`config.mk`:
```
export PLATFORM = sky130hd
export DESIGN_NAME = normalize_round_pipe_flat
export DESIGN_NICKNAME = d
export VERILOG_FILES = /design/src/rtl/normalize_round_pipe_if.sv /design/src/rtl/normalize_round_pipe.sv /design/src/flat_wrapper.sv
export SDC_FILE = /design/constraint.sdc
export NUM_CORES = 1
export LEC_CHECK = 0
export BUFFER_PORTS_ARGS = -buffer_cell sky130_fd_sc_hd__buf_2
export CORE_MARGIN = 2
export CORE_UTILIZATION = 55
export CTS_CLUSTER_DIAMETER = 150
export DETAILED_ROUTE_END_ITERATION = 7
export PLACE_DENSITY = 0.86
export SETUP_SLACK_MARGIN = 0.02
export SLEW_MARGIN = 10
export SYNTH_ARGS = -nofsm -noshare
export SYNTH_HDL_FRONTEND = slang
export SYNTH_SLANG_ARGS = --single-unit
```
`constraint.sdc`:
```
create_clock -name i_clk -period 7.8 [get_ports i_clk]
set_input_delay 1.56 -clock i_clk [delete_from_list [all_inputs] [get_ports i_clk]]
set_output_delay 1.56 -clock i_clk [all_outputs]
set_load 0.005 [all_outputs]
```
`src/rtl/normalize_round_pipe_if.sv`:
```
// Bus bundle for normalize_round_pipe: aligned-sum input side and float result side.
// master drives the sum and consumes the result; slave is the normalizer.
interface normalize_round_pipe_if #(
  parameter int unsigned SUM_W  = 19,
  parameter int unsigned FRAC_W = 4
);
  logic              i_valid;
  logic [SUM_W-1:0]  i_sum;
  logic [5:0]        i_max_exp;
  logic [4:0]        i_Q_frac;

  logic              o_valid;
  logic              o_sign;
  logic [5:0]        o_exp;
  logic [FRAC_W-1:0] o_frac;
  logic              o_zero;
  logic              o_ovf;
  logic              o_unf;
  logic [4:0]        o_Q_frac;

  modport master (
    output i_valid, i_sum, i_max_exp, i_Q_frac,
    input  o_valid, o_sign, o_exp, o_frac, o_zero, o_ovf, o_unf, o_Q_frac
  );

  modport slave (
    input  i_valid, i_sum, i_max_exp, i_Q_frac,
    output o_valid, o_sign, o_exp, o_frac, o_zero, o_ovf, o_unf, o_Q_frac
  );
endinterface

```
`src/rtl/normalize_round_pipe.sv`:
```
// Two-stage normalizer: two's-complement aligned sum -> sign / biased exponent / RNE fraction.
// Stage 1 takes the magnitude; stage 2 finds the leading one, shifts, rounds and classifies.
module normalize_round_pipe #(
  parameter int unsigned SUM_W  = 19,
  parameter int unsigned FRAC_W = 4
) (
  input logic                   i_clk,
  input logic                   i_rst_n,
  normalize_round_pipe_if.slave bus
);

  localparam int unsigned PW    = $clog2(SUM_W);
  localparam int unsigned BinPt = 13;  // bit of i_sum with weight 1.0

  // Stage 1 state
  logic             s1_valid_q, s1_valid_d;
  logic             s1_sign_q, s1_sign_d;
  logic [SUM_W-1:0] s1_mag_q, s1_mag_d;
  logic [5:0]       s1_max_exp_q, s1_max_exp_d;
  logic [4:0]       s1_q_frac_q, s1_q_frac_d;

  // Stage 2 (output) state
  logic              o_valid_q, o_valid_d;
  logic              o_sign_q, o_sign_d;
  logic [5:0]        o_exp_q, o_exp_d;
  logic [FRAC_W-1:0] o_frac_q, o_frac_d;
  logic              o_zero_q, o_zero_d;
  logic              o_ovf_q, o_ovf_d;
  logic              o_unf_q, o_unf_d;
  logic [4:0]        o_q_frac_q, o_q_frac_d;

  always_comb begin
    s1_valid_d   = bus.i_valid;
    s1_sign_d    = s1_sign_q;
    s1_mag_d     = s1_mag_q;
    s1_max_exp_d = s1_max_exp_q;
    s1_q_frac_d  = s1_q_frac_q;
    if (bus.i_valid) begin
      s1_sign_d    = bus.i_sum[SUM_W-1];
      // Most-negative input negates to itself, which is the correct unsigned magnitude.
      s1_mag_d     = bus.i_sum[SUM_W-1] ? (~bus.i_sum + 1'b1) : bus.i_sum;
      s1_max_exp_d = bus.i_max_exp;
      s1_q_frac_d  = bus.i_Q_frac;
    end
  end

  always_ff @(posedge i_clk or negedge i_rst_n) begin
    if (!i_rst_n) begin
      s1_valid_q   <= 1'b0;
      s1_sign_q    <= 1'b0;
      s1_mag_q     <= '0;
      s1_max_exp_q <= '0;
      s1_q_frac_q  <= '0;
    end else begin
      s1_valid_q   <= s1_valid_d;
      s1_sign_q    <= s1_sign_d;
      s1_mag_q     <= s1_mag_d;
      s1_max_exp_q <= s1_max_exp_d;
      s1_q_frac_q  <= s1_q_frac_d;
    end
  end

  // Leading-one position, normalizing shift and RNE rounding.
  logic [PW-1:0]     lead_pos;
  logic [PW-1:0]     shift_amt;
  logic [SUM_W-2:0]  norm_lo;  // bits below the (implicit) leading one after the shift
  logic [FRAC_W-1:0] frac_raw;
  logic              guard;
  logic              sticky;
  logic              round_up;
  logic [FRAC_W:0]   frac_sum;
  logic              carry;
  logic [7:0]        exp_raw;
  logic              mag_zero;
  logic              exp_ovf;
  logic              exp_unf;

  always_comb begin
    lead_pos = '0;
    for (int unsigned i = 0; i < SUM_W; i++) begin
      if (s1_mag_q[i]) lead_pos = PW'(i);
    end
    shift_amt = PW'(SUM_W - 1) - lead_pos;
    norm_lo   = (SUM_W-1)'(s1_mag_q << shift_amt);
    frac_raw  = norm_lo[SUM_W-2 -: FRAC_W];
    guard     = norm_lo[SUM_W-FRAC_W-2];
    sticky    = |norm_lo[SUM_W-FRAC_W-3:0];
    round_up  = guard & (sticky | frac_raw[0]);
    frac_sum  = {1'b0, frac_raw} + {{FRAC_W{1'b0}}, round_up};
    carry     = frac_sum[FRAC_W];
    exp_raw   = 8'(s1_max_exp_q) + 8'(lead_pos) + 8'(carry) - 8'(BinPt);
    mag_zero  = (s1_mag_q == '0);
    exp_ovf   = $signed(exp_raw) > 8'sd63;
    exp_unf   = $signed(exp_raw) < 8'sd1;
  end

  always_comb begin
    o_valid_d  = s1_valid_q;
    o_sign_d   = o_sign_q;
    o_exp_d    = o_exp_q;
    o_frac_d   = o_frac_q;
    o_zero_d   = o_zero_q;
    o_ovf_d    = o_ovf_q;
    o_unf_d    = o_unf_q;
    o_q_frac_d = o_q_frac_q;
    if (s1_valid_q) begin
      o_q_frac_d = s1_q_frac_q;
      o_zero_d   = 1'b0;
      o_ovf_d    = 1'b0;
      o_unf_d    = 1'b0;
      if (mag_zero) begin
        o_zero_d = 1'b1;
        o_sign_d = 1'b0;
        o_exp_d  = '0;
        o_frac_d = '0;
      end else if (exp_ovf) begin
        o_ovf_d  = 1'b1;
        o_sign_d = s1_sign_q;
        o_exp_d  = 6'd63;
        o_frac_d = '1;
      end else if (exp_unf) begin
        o_unf_d  = 1'b1;
        o_sign_d = 1'b0;
        o_exp_d  = '0;
        o_frac_d = '0;
      end else begin
        o_sign_d = s1_sign_q;
        o_exp_d  = exp_raw[5:0];
        o_frac_d = frac_sum[FRAC_W-1:0];  // carry-out leaves these at zero
      end
    end
  end

  always_ff @(posedge i_clk or negedge i_rst_n) begin
    if (!i_rst_n) begin
      o_valid_q  <= 1'b0;
      o_sign_q   <= 1'b0;
      o_exp_q    <= '0;
      o_frac_q   <= '0;
      o_zero_q   <= 1'b0;
      o_ovf_q    <= 1'b0;
      o_unf_q    <= 1'b0;
      o_q_frac_q <= '0;
    end else begin
      o_valid_q  <= o_valid_d;
      o_sign_q   <= o_sign_d;
      o_exp_q    <= o_exp_d;
      o_frac_q   <= o_frac_d;
      o_zero_q   <= o_zero_d;
      o_ovf_q    <= o_ovf_d;
      o_unf_q    <= o_unf_d;
      o_q_frac_q <= o_q_frac_d;
    end
  end

  assign bus.o_valid  = o_valid_q;
  assign bus.o_sign   = o_sign_q;
  assign bus.o_exp    = o_exp_q;
  assign bus.o_frac   = o_frac_q;
  assign bus.o_zero   = o_zero_q;
  assign bus.o_ovf    = o_ovf_q;
  assign bus.o_unf    = o_unf_q;
  assign bus.o_Q_frac = o_q_frac_q;

endmodule
```
`src/flat_wrapper.sv`:
```
// flat-port wrapper written by rule: the top's interface ports become plain ports
module normalize_round_pipe_flat 
#(
  parameter int unsigned SUM_W  = 19,
  parameter int unsigned FRAC_W = 4
)
  (i_clk, i_rst_n, bus_i_valid, bus_i_sum, bus_i_max_exp, bus_i_Q_frac, bus_o_valid, bus_o_sign, bus_o_exp, bus_o_frac, bus_o_zero, bus_o_ovf, bus_o_unf, bus_o_Q_frac);
  normalize_round_pipe_if #(.SUM_W(SUM_W), .FRAC_W(FRAC_W)) bus_i ();
  input logic i_clk;
  input logic i_rst_n;
  input wire logic [$bits(bus_i.i_valid)-1:0] bus_i_valid;
  input wire logic [$bits(bus_i.i_sum)-1:0] bus_i_sum;
  input wire logic [$bits(bus_i.i_max_exp)-1:0] bus_i_max_exp;
  input wire logic [$bits(bus_i.i_Q_frac)-1:0] bus_i_Q_frac;
  output wire logic [$bits(bus_i.o_valid)-1:0] bus_o_valid;
  output wire logic [$bits(bus_i.o_sign)-1:0] bus_o_sign;
  output wire logic [$bits(bus_i.o_exp)-1:0] bus_o_exp;
  output wire logic [$bits(bus_i.o_frac)-1:0] bus_o_frac;
  output wire logic [$bits(bus_i.o_zero)-1:0] bus_o_zero;
  output wire logic [$bits(bus_i.o_ovf)-1:0] bus_o_ovf;
  output wire logic [$bits(bus_i.o_unf)-1:0] bus_o_unf;
  output wire logic [$bits(bus_i.o_Q_frac)-1:0] bus_o_Q_frac;
  assign bus_i.i_valid = bus_i_valid;
  assign bus_i.i_sum = bus_i_sum;
  assign bus_i.i_max_exp = bus_i_max_exp;
  assign bus_i.i_Q_frac = bus_i_Q_frac;
  assign bus_o_valid = bus_i.o_valid;
  assign bus_o_sign = bus_i.o_sign;
  assign bus_o_exp = bus_i.o_exp;
  assign bus_o_frac = bus_i.o_frac;
  assign bus_o_zero = bus_i.o_zero;
  assign bus_o_ovf = bus_i.o_ovf;
  assign bus_o_unf = bus_i.o_unf;
  assign bus_o_Q_frac = bus_i.o_Q_frac;
  normalize_round_pipe #(.SUM_W(SUM_W), .FRAC_W(FRAC_W)) u_core (.i_clk(i_clk), .i_rst_n(i_rst_n), .bus(bus_i));
endmodule
```
==> out/metrics.csv <==
stage,metric,value,unit
pwr,peakVddDrop,0.0001037,V
grt,grt_pass1_wl,18470,um
setup_path,crit_arrival,7450,ps
drt,drtIter0Drc,482,
clock_network,cts_root_buf,clkbuf_8,
floorplan,io_pins,53,
timing,drv_slew,0,
grt,grt_use_total,27.30,%
finish,syn_to_final_growth,9.528,%
grt,grt_overflow_total,0,
clock_network,clkSinkCount,52,
timing,setup_violations,0,
yosys,yosysUniqueCellTypes,76,
setup_path,critPathKind,flip-flop to flip-flop,
job,drv_cap,0,
setup_path,worstPathRequired,8010,ps
timing,finClkSkew,9.955,ps
grt,grt_pass1_vias,3793,
setup_path,cp_max_fo,15,
finish,insertedDiodeCount,0,
floorplan,dieArea,8230,um^2
finish,final_cells,623,
pwr,power.density,246.2,nW/um^2
clock_network,cts_tree,yes,
yosys,ys_ff_latch,52,
floorplan,row_count,31,
drt,wl_per_cell,17.78,um
placement,dpl.cell_count,615,
timing,tns,0,ps
clock_network,clk_pin_slew,100,ps
grt,antenna_found_initial,0,
timing,fmax,138.0,MHz
drt,vias_per_cell,6.482,
finish,drive_above_1_share,19.47,%
timing,rsz0062_at_grt,no,
floorplan,core-area,7253,um^2
drt,first_pass_iters,6,
timing,tightest_slew,851.5,ps
yosys,async_flop_share,100.0,%
placement,place_congestion,0.9533,
yosys,synth_fp_nets,534,
floorplan,initial_utilization,57.03,%
timing,min_period,7249,ps
clock_network,clockBufferDepth,2,
drt,routed_wl,11080,um
clock_network,cts_setup_buffers,0,
yosys,synth_ff_type,dfrtp_1,
clock_network,ctsHoldBuffers,0,
run_status,status,"complete, no violations",
setup_path,cp-start-kind,flip-flop,
clock_network,cts_resized,0,
yosys,syn_avg_cell_area,8.442,um^2
timing,slew_headroom,43.24,%
yosys,synth-seq-area-share,31.46,%
setup_path,critPathCaptureType,flip-flop,
setup_path,regToRegSetupSlack,550,ps
drt,routed-via-count,4038,
grt,grt_max_degree,53,
floorplan,die_x,90.72,um
yosys,netlist_area,4136,um^2
clock_network,cts_buffers,5,
finish,fin_nets,567,
clock_network,htreeDepth,2,
floorplan,die_h,90.72,um
drt,drc,0,
placement,dp_hpwl,8190,um
timing,hold_viol,0,
yosys,synthesis.instances,490,
yosys,yosys_warnings,0,
pwr,p_leak,1.922,nW
drt,ant_nets,0,
placement,port_buffers,52,
yosys,synth-edff-count,0,
timing,timing.final.crit_share,92.93,%
clock_network,insertion_delay,310,ps
min_path,hold_class,flip-flop to flip-flop,
[metrics by stage]
stage / worst slack, ps / utilization, % / area, um^2 / hold WS [ps] / power [mW]
detailed placement: 777.9 / 60.89 / 4417 / 480.4 / 0.9133
global placement: 995.3 / 60.89 / 4417 / 472.5 / 0.8929
floorplan: 1846 / - / 4136 / 392.6 / 0.7569
CTS: 745.7 / 62.43 / 4528 / 505.2 / 1.106
finish: 551.1 / 62.46 / 4531 / 509.2 / 1.116
global route: 57.37 / 62.46 / 4531 / 527.9 / 1.191
[power breakdown]
| group | switching [mW] | internal [mW] | total [mW] |
|---|---|---|---|
| Combinational | 0.319 | 0.226 | 0.546 |
| Sequential | 0.0580 | 0.321 | 0.379 |
| Clock | 0.0933 | 0.0971 | 0.190 |
| Total | 0.471 | 0.645 | 1.12 |
[layer usage]
metal / vias to the layer above / GRT usage [%] / part of all wire, %
li1: 1893 / - / -
met1: 1913 / 37.49 / 42
met2: 204 / 43.78 / 47
met3: 28 / 4.508 / 8.1
met4: 0 / 9.359 / 2.4
met5: - / 0 / 0
[placed cells by master, fill, tap and decap left out, types with 14 or more instances in the layout]
cell type  count
inv_1         38
xor2_1        15
nor2_1        40
dfrtp_1       52
buf_2         51
nand3_1       14
nand2_1       31
o21ai_0       25
mux2_2        20
a21oi_1       33
[layout make-up]
type / instances / area, um^2
fillers: 627 / 2723
well taps: 99 / 123.9
clock inverters: 2 / 38.79
clock buffers: 6 / 72.57
multi-input cells: 369 / 2551
repair buffers: 57 / 300.3
flip-flops and latches: 52 / 1301
inverters: 38 / 142.6
[worst paths after layout]
kind	startpoint	to	cells past startpoint
hold reg to reg	u_core.bus.o_zero	u_core.bus.o_zero	2
min in group asynchronous	i_rst_n	u_core.s1_mag_q[8]	1
hold / removal	u_core.bus.o_zero	u_core.bus.o_zero	2
setup / recovery	u_core.s1_mag_q[18]	u_core.bus.o_frac[0]	27
max in group asynchronous	i_rst_n	u_core.bus.o_exp[4]	1
setup reg to reg	u_core.s1_mag_q[18]	u_core.bus.o_frac[0]	27
[kinds of logic after synthesis]
| family | count (synthesis) | share of synthesized area [%] |
|---|---|---|
| xor gates and xnor gates | 20 | 4.235 |
| and+or+nand+nor | 149 | 18.66 |
| DFF | 52 | 31.46 |
| buffers and inverters | 69 | 6.866 |
| adders and majority gates | 11 | 3.509 |
| muxes | 24 | 7.048 |
| AOI/OAI and AO/OA | 165 | 28.22 |
[state kept, by name, indices dropped and copies added, names as in the netlist, 4 cells and up]
| signal | cells |
|---|---|
| u_core.bus.o_Q_frac | 5 |
| u_core.s1_max_exp_q | 6 |
| u_core.bus.o_exp | 6 |
| u_core.bus.o_frac | 4 |
| u_core.s1_mag_q | 19 |
| u_core.s1_q_frac_q | 5 |
[cells in the mapped netlist, drive strengths merged (3+ instances only)]
cell	count	area share, %
dfrtp	52	31
a31oi	7	1.1
xnor2	5	1.1
o2111ai	3	0.64
or2	5	0.76
inv	38	3.4
o21ai	31	3.9
or3	6	0.91
xor2	15	3.2
clkbuf	21	1.9
nor2b	3	0.45
o221ai	5	1.1
o31ai	9	1.6
a211o	4	0.85
nand2	31	2.8
o21a	6	1.1
buf	10	1.5
o211ai	6	1.1
o22ai	10	1.7
a21o	3	0.54
a2111oi	5	1.1
a211oi	6	1.2
nor3	12	1.8
or4	3	0.82
nor4	5	1.1
nor2	40	3.6
nand2b	10	1.5
and3	3	0.45
a311oi	4	0.85
nand3	14	1.7
o41ai	3	0.64
and2	4	0.61
a21oi	35	4.6
ha	10	3.0
a41oi	4	0.85
mux2	21	5.7
nand4	9	1.4
[critical path, stage by stage (launching register included)]
cell and delay, ps:
dfrtp_1 520, or4_4 630, a21o_1 270, a21oi_2 270, nor2_1 70, buf_4 170
inv_1 100, ha_1 310, o21ai_2 130, o22ai_2 570, a222oi_1 220, a311oi_1 350
or2_1 200, a32o_1 230, and2_1 160, ha_1 160, o21ai_0 130, or2_1 250
ha_1 200, ha_1 210, or2_2 320, a2111oi_0 400, nor3_1 90, o22a_1 230
o31ai_1 470, nor2_1 120, o211a_1 150, a211o_1 230
Note: power is estimated with default switching activity, not from simulation.
